### config.mk
export PLATFORM = sky130hd
export DESIGN_NAME = int_req_collector
export DESIGN_NICKNAME = d
export VERILOG_FILES = /design/src/rtl/int_pkg.sv /design/src/rtl/int_pri_rr_arb.sv /design/src/rtl/int_req_collector.sv
export SDC_FILE = /design/constraint.sdc
export NUM_CORES = 1
export LEC_CHECK = 0
export CORE_ASPECT_RATIO = 1.1
export CORE_UTILIZATION = 60
export DETAILED_ROUTE_END_ITERATION = 10
export MAX_ROUTING_LAYER = met4
export PLACE_DENSITY = 0.84
export SLEW_MARGIN = 40
export SYNTH_ARGS = -nofsm -noshare
export SYNTH_HDL_FRONTEND = slang
export SYNTH_SLANG_ARGS = --single-unit
export TNS_END_PERCENT = 50
### constraint.sdc
create_clock -name clk -period 36.3 [get_ports clk]
set_clock_uncertainty 0.1 [all_clocks]
set_input_delay 9.075 -clock clk [delete_from_list [all_inputs] [get_ports clk]]
set_output_delay 9.075 -clock clk [all_outputs]
set_load 0.05 [all_outputs]
### src/rtl/int_pkg.sv
// Shared types for the interrupt request collector: queue entry layout and
// per-source configuration word.
package int_pkg;

    localparam logic [3:0] INT_PRI_MAX = 4'd15;

    typedef struct packed {
        logic [3:0]  pri;
        logic [7:0]  vector;
        logic [10:0] rsvd;
        logic [4:0]  src;
    } int_entry_t;

    typedef struct packed {
        logic       en;
        logic       lvl;
        logic [3:0] pri;
        logic [7:0] vector;
    } int_cfg_t;

endpackage

### src/rtl/int_pri_rr_arb.sv
// Combinational finder: highest priority pending source, ties broken by the
// first index at or after the round-robin pointer.
module int_pri_rr_arb #(
    parameter int NSRC = 16,
    parameter int SRCW = 5
) (
    input  logic [NSRC-1:0]      pend,
    input  logic [NSRC-1:0][3:0] pri,
    input  logic [SRCW-1:0]      rr,
    output logic                 valid,
    output logic [SRCW-1:0]      win
);

    logic [3:0] best;

    // Scanning from rr with a strict '>' keeps the earliest equal-priority hit.
    always_comb begin
        valid = 1'b0;
        win   = '0;
        best  = '0;
        for (int i = 0; i < NSRC; i++) begin
            int idx;
            idx = int'(rr) + i;
            if (idx >= NSRC) idx = idx - NSRC;
            if (pend[idx] && (!valid || pri[idx] > best)) begin
                valid = 1'b1;
                best  = pri[idx];
                win   = SRCW'(idx);
            end
        end
    end

endmodule

### src/rtl/int_req_collector.sv
// Interrupt request collector: detects edge/level requests, holds them pending,
// arbitrates and posts one entry per cycle to the downstream int_queue.
module int_req_collector
    import int_pkg::*;
#(
    parameter int NSRC = 16,
    parameter int SRCW = 5
) (
    input  logic            clk,
    input  logic            rst,
    input  logic [NSRC-1:0] irq,
    input  logic            cfg_wr,
    input  logic [SRCW-1:0] cfg_src,
    input  logic [13:0]     cfg_dat,
    input  logic            eoi,
    input  logic [SRCW-1:0] eoi_src,
    input  logic            full,
    output logic            wr,
    output logic [27:0]     o,
    output logic [NSRC-1:0] pend
);

    int_cfg_t              cfg [NSRC];
    int_cfg_t              new_cfg;
    logic [NSRC-1:0]       posted, prev;
    logic [SRCW-1:0]       rr, win;
    logic                  valid, post;
    logic [NSRC-1:0][3:0]  pri_v;
    logic [NSRC-1:0]       set_v, hit_v, dis_v, eoi_v;
    int_entry_t            ent;

    assign new_cfg = int_cfg_t'(cfg_dat);

    int_pri_rr_arb #(.NSRC(NSRC), .SRCW(SRCW)) u_arb (
        .pend  (pend),
        .pri   (pri_v),
        .rr    (rr),
        .valid (valid),
        .win   (win)
    );

    // Out-of-range cfg_src / eoi_src never match any s, so they are ignored.
    always_comb begin
        post  = valid && !full;
        ent   = '0;
        pri_v = '0;
        set_v = '0;
        hit_v = '0;
        dis_v = '0;
        eoi_v = '0;
        for (int s = 0; s < NSRC; s++) begin
            pri_v[s] = cfg[s].pri;
            hit_v[s] = post && (win == SRCW'(s));
            dis_v[s] = cfg_wr && (cfg_src == SRCW'(s)) && !new_cfg.en;
            eoi_v[s] = eoi && (eoi_src == SRCW'(s));
            // A level source being posted this cycle is already in service,
            // otherwise a held line would immediately re-pend.
            set_v[s] = cfg[s].en && irq[s] &&
                       (cfg[s].lvl ? !(posted[s] || hit_v[s]) : !prev[s]);
            if (win == SRCW'(s)) begin
                ent.pri    = cfg[s].pri;
                ent.vector = cfg[s].vector;
            end
        end
        ent.src = 5'(win);
    end

    always_ff @(posedge clk) begin
        if (rst) begin
            wr     <= 1'b0;
            o      <= '0;
            pend   <= '0;
            posted <= '0;
            prev   <= '0;
            rr     <= '0;
            for (int s = 0; s < NSRC; s++) cfg[s] <= '0;
        end else begin
            wr   <= post;
            prev <= irq;
            if (post) begin
                o  <= ent;
                rr <= (int'(win) == NSRC - 1) ? '0 : win + 1'b1;
            end
            for (int s = 0; s < NSRC; s++) begin
                if (cfg_wr && cfg_src == SRCW'(s)) cfg[s] <= new_cfg;

                if (dis_v[s] || !cfg[s].en) pend[s] <= 1'b0;
                else if (set_v[s])          pend[s] <= 1'b1;
                else if (hit_v[s])          pend[s] <= 1'b0;

                if (dis_v[s])      posted[s] <= 1'b0;
                else if (hit_v[s]) posted[s] <= cfg[s].lvl;
                else if (eoi_v[s]) posted[s] <= 1'b0;
            end
        end
    end

endmodule

== Yosys cells after proc, flatten, opt, wreduce, memory -nomap -nowiden ==
Memory sizes are Yosys's and may differ from the RTL's.
Cells that the tools add are included.

* Register bits: 71
* Latch bits: 0
* Memory bits (writable): 224
* ROM bits: 0
* Input bits: 45
* Output and inout bits: 45
* Word-level logic and storage cells: 791
* Memories kept: 1

* Add/sub/neg operators: 32
* Multipliers: 0
* Div/mod/pow operators: 0
* Order comparisons: 47
* Eq/ne operators: 46
* Shifts and indexed selects: 0
* Muxes and demuxes: 322
* Bitwise gates (word level): 16
* Reduce and logical (&&, ||, !) cells: 291

{| class="wikitable"
|+ Memories
! name !! words !! width !! read ports !! clocked after memory_dff !! wr ports !! line !! text
|-
| cfg || 16 || 14 || 16 || 0 || 16 || int_req_collector.sv:23 || <nowiki>int_cfg_t cfg [NSRC];</nowiki>
|}

{| class="wikitable"
|+ Operators with widths
! kind !! count
|-
| $lt A32 B6 Y1 const B || 16
|-
| $mux W32 || 16
|-
| $ge A32 B6 Y1 const B || 15
|-
| $sub A32 B6 Y32 const B || 15
|-
| $bmux W4 S4 || 16
|-
| $mux W14 || 16
|-
| $mux W12 || 16
|-
| $mux W4 || 47
|-
| $mux W1 || 178
|-
| $eq A5 B4 Y1 const B || 24
|-
| $logic_and A1 B1 Y1 || 112
|-
| $mux W5 || 17
|-
| $logic_not A1 Y1 || 65
|-
| $bmux W1 S4 || 16
|-
| $reduce_bool A2 Y1 || 32
|-
| $reduce_or A2 Y1 || 32
|-
| $eq A5 B3 Y1 const B || 12
|-
| $gt A4 B4 Y1 || 15
|-
| $add A5 B4 Y6 const B || 8
|-
| $logic_or A1 B1 Y1 || 47
|-
| $eq A5 B2 Y1 const B || 6
|-
| $add A5 B3 Y6 const B || 4
|-
| $or A1 B1 Y1 || 16
|-
| $eq A5 B1 Y1 const B || 3
|-
| other kinds (7) || 10
|}

== Depth between registers and ports, before layout ==
* Word-level depth: 83
* Gate-level depth with buffers: 166
* Depth with buffers taken out: 152

== Cells and area by module ==
From an unflattened synthesis, not the netlist that was laid out.

* Cell total of the unflattened synthesis: 2153
* Area, all modules: 21224.1 µm²

{| class="wikitable"
|+ Modules (own cells, without submodules)
! module !! instances !! cells an instance !! area each (µm²) !! sequential area each (µm²)
|-
| int_req_collector || 1 || 1210 || 12985.0 || 8147.8
|-
| int_pri_rr_arb || 1 || 943 || 8239.2 || 0.0
|}

== Least setup slack after synthesis ==
No wires, ideal clock.

* Kind: register to register
* From: register rr[0]
* To: register o[20]
* Library setup time: 79 ps
* Data arrival time: 27484 ps
* Required time: 36121 ps
* Path slack: 8637 ps
* Stages on the path, launching flop included: 158
* Path buffers: 20
* Period minus slack after synthesis: 27663 ps
* Cells stage by stage: dfxtp_1 > buf_6 > buf_6 > inv_2 > ha_1 > buf_6 > buf_2 > buf_2 > buf_1 > mux4_2 > mux4_2 > ha_1 > nor2b_1 > o211ai_1 > a21oi_1 > a21oi_1 > a22oi_1 > ha_1 > (+122 left out) > nand2b_1 > a21oi_1 > a41oi_1 > a31oi_1 > nor2_1 > a221o_1 > a32oi_1 > o21ai_0 > inv_1 > ha_1 > clkbuf_1 > buf_1 > buf_1 > clkbuf_1 > a221oi_1 > o21ai_0 > o2111ai_1 > o211ai_1

{| class="wikitable"
|+ RTL lines
! element !! line !! text
|-
| start: declaration || int_req_collector.sv:26 || <nowiki>logic [SRCW-1:0] rr, win;</nowiki>
|-
| start signal: assignment || int_req_collector.sv:82 || <nowiki>rr <= (int'(win) == NSRC - 1) ? '0 : win + 1'b1;</nowiki>
|-
| end signal: assignment || int_req_collector.sv:81 || <nowiki>o <= ent;</nowiki>
|-
| end: declaration || int_req_collector.sv:19 || <nowiki>output logic [27:0] o,</nowiki>
|}

==> summary.md <==
| Metric | Value |
|---|---|
| Root Buffer | `clkbuf_16` |
| Crit-path max FO | `44` |
| Distinct cells, synth | `106` |
| Die Footprint | `35680 µm²` |
| Ys async rst share | `0%` |
| Commonest non-fill, non-tap cell in the layout | `nor2_1` |
| Postcts setup bufs | `0` |
| Core area | `between 30000 and 40000 µm²` |
| MaxCap Viol Count | `0` |
| CTS tree | `built` |
| Htree depth | `1` |
| Setup Viol. Count Final | `0` |
| Run status | `finished, final reports clean` |
| R2R cell count | `144` |
| Max incr delay on CP | `about 0.76 ns` |
| Worst R2R Setup Slack | `2.71 ns` |
| Setup TNS | `0 ns` |
| CP max stage cell | `dfxtp_2` |
| Hpwl dp | `between 50000 and 60000 µm` |
| Syn Inst Count | `approximately 2000` |
| Area Growth Syn to Fin | `8.885%` |
| Placed instance area | `between 20000 and 25000 µm²` |
| Initial Utilization | `around three fifths` |
| # resized after CTS | `0` |
| Tot GR Track Use | `a little under half` |
| Top cell type by total area after synthesis | `edfxtp_1` |
| Hold_ws | `between 0.3 and 0.4 ns` |
| Clock-pin slew on the worst setup and hold paths | `0.07 ns` |
| Top cell type's share of synthesized area | `between 30% and 40%` |
| YS warnings | `0` |
| TritonCTS Buffers | `25` |
| Hold path endpoint | `o[4]` |
| Routed Antenna Nets | `0` |
| Filler cells | `2399` |
| Startpoint types | `flip-flop` |
| Post-Syn Area | `roughly 21000 µm²` |
| First-pass GRT wire length | `119500 µm` |
| Final min period | `33.59 ns` |
| Hold Crit Start | `o[4]` |
| Kind of end point of the critical path | `flip-flop` |
| GPL Wtd Cong | `just over 1` |
| DRT Wirelength | `a little over 80000 µm` |
| Most frequent cells in the layout | `nor2_1, edfxtp_1, nand2_1` |
| Ranking of synthesized cells by area | `edfxtp_1, mux4_2, dfxtp_1, ha_1, mux2i_1` |
| Clock net sink count | `between 200 and 300` |
| Die height | `about 200 µm` |
| Worst Hold Class | `flip-flop to flip-flop` |
| Yosys reg bits | `around 300` |
| Final Util | `66.54%` |
| First-pass iteration count of the detailed router | `9` |
| FP Rows | `71` |
| Worst slew pin tran | `0.9323 ns` |
| Post-synthesis sequential area ratio | `~40%` |
| F_max | `approximately 30 MHz` |
| DR vias | `approximately 19000` |
| CP Buf/Inv Count | `11` |
| EDFF count, synth | `between 200 and 250` |
| Clock Latency Late Sink | `roughly 0.55 ns` |
| CP Class | `flip-flop to flip-flop` |
| Ys flop type | `edfxtp_1` |
| CTS Hold Bufs | `0` |
| Critical path's top delay family | `compound AO/OA/AOI/OAI gates` |
| Post-route DRC | `0` |
| Fin area | `~23000 µm²` |
| Via density per instance | `approximately 7.6` |
| Gr ovfl total | `0` |
| RR Startpoint | `rr[1]` |
| # diodes | `0` |
| Chip Width | `180.2 µm` |
| Largest net degree at the start of global routing | `79` |
| Syn Area/Cell | `slightly above 10 µm²` |
| Number of global-route vias before repair | `approximately 19000` |
| Share of cells above drive strength 1 | `approximately 14%` |
| Wirelength per Cell | `~33 µm` |
| Initial antenna violation count | `1` |
| Slew HR | `between 30% and 40%` |
| RSZ-0062 raised after global routing | `false` |
| Clk buf depth | `3` |
| Nets | `between 2000 and 2500` |
| Fin crit share | `between 90% and 100%` |
| Hold Vio Cnt, Final | `0` |
| Worst EP required | `between 30 and 40 ns` |
| Crit Reg-Reg Endpoint | `o[20]` |
| Most frequent CP cell | `o21a_1` |
| Hold Crit Depth | `2` |
| I/O pin count | `90` |
| WP data arrival | `between 30 and 40 ns` |
| Total count of max-transition violations in the final report | `0` |
| Port bufs | `78` |
| Drt first-iter violations | `2647` |
## area by class of cell
type | count | area, µm² | share of cell area (%)
clock buffer | 31 | 658.1 | 2.885
timing repair buffer | 118 | 1084 | 4.749
multi-input combinational | 1546 | 11930 | 52.27
sequential | 295 | 8153 | 35.73
inverter | 67 | 252.7 | 1.108
tap | 438 | 548.0 | 2.402
clock inverter | 15 | 195.2 | 0.8555
## cell families (layout without fill, tap and decap cells)
kind of cell               count (synthesis)  in the layout  synth area share, %
buffers and inverters                    222            231                4.837
DFF                                      295            295                38.88
adders and majority gates                 76             76                4.538
xor gates and xnor gates                  13             13               0.7046
other                                      1             11              0.01790
and+or+nand+nor                          677            677                15.48
AOI/OAI and AO/OA                        537            537                18.08
muxes                                    232            232                17.46
## synthesized netlist by cell type, drive strengths merged (7+ instances only)
cell,number
a21oi,112
nand4,33
buf,65
a31oi,27
a211oi,12
o311ai,8
nand2,207
nor4,7
nor2,235
ha,76
o2111ai,7
and3,19
inv,65
o22ai,19
a22o,7
mux4,103
dfxtp,71
o31a,10
a221oi,9
mux2,35
nor2b,45
edfxtp,224
nand2b,18
o21ai,112
a21boi,8
a22oi,16
and4b,12
o211ai,39
o21a,34
xnor2,10
or3,7
mux2i,94
clkbuf,90
nand3,31
a221o,25
and2,19
nor3,16
a21o,18
## layer usage
layer | up-vias | track usage, % | wire (µm)
met5 | - | - | 0
met4 | 0 | 36.21 | 7881
met3 | 477 | 8.718 | 9493
met2 | 1766 | 74.66 | 37990
met1 | 8956 | 52.69 | 26220
li1 | 7843 | - | -
## through the flow
stage	cells	worst slack, ns
global route	2510	0.6059
CTS	2510	3.173
floorplan	2063	8.637
finish	2510	2.711
global placement	2464	4.160
detailed placement	2464	3.315
## worst max path at each step
stage / start / endpoint / slack [ns] / depth (start not counted)
5_1_grt: rr[1] / o[18] / 0.61 / 144
3_5_place_dp: rr[1] / o[18] / 3.32 / 144
3_3_place_gp: rr[1] / o[18] / 4.16 / 143
6_report: rr[1] / o[20] / 2.71 / 144
2_1_floorplan: rr[0] / o[20] / 8.64 / 157
4_1_cts: rr[1] / o[18] / 3.17 / 144
## worst register-to-register path: cells and delay by family (launching register included)
family / cells / cell delay, ns
muxes: 5 / 1.86
and+or+nand+nor: 34 / 6.21
AOI/OAI and AO/OA: 77 / 16.64
adders and majority gates: 17 / 5.29
DFF: 1 / 0.76
buffers and inverters: 11 / 2.54
## sequential cells by signal (all words and copies together), names as in the netlist
name / count
prev: 16
rr: 5
cfg: 224
posted: 16
wr: 1
pend: 16
o: 17
Power is not shown: default switching activity piles up to over one toggle a cycle in this logic, so the estimate is an artifact.
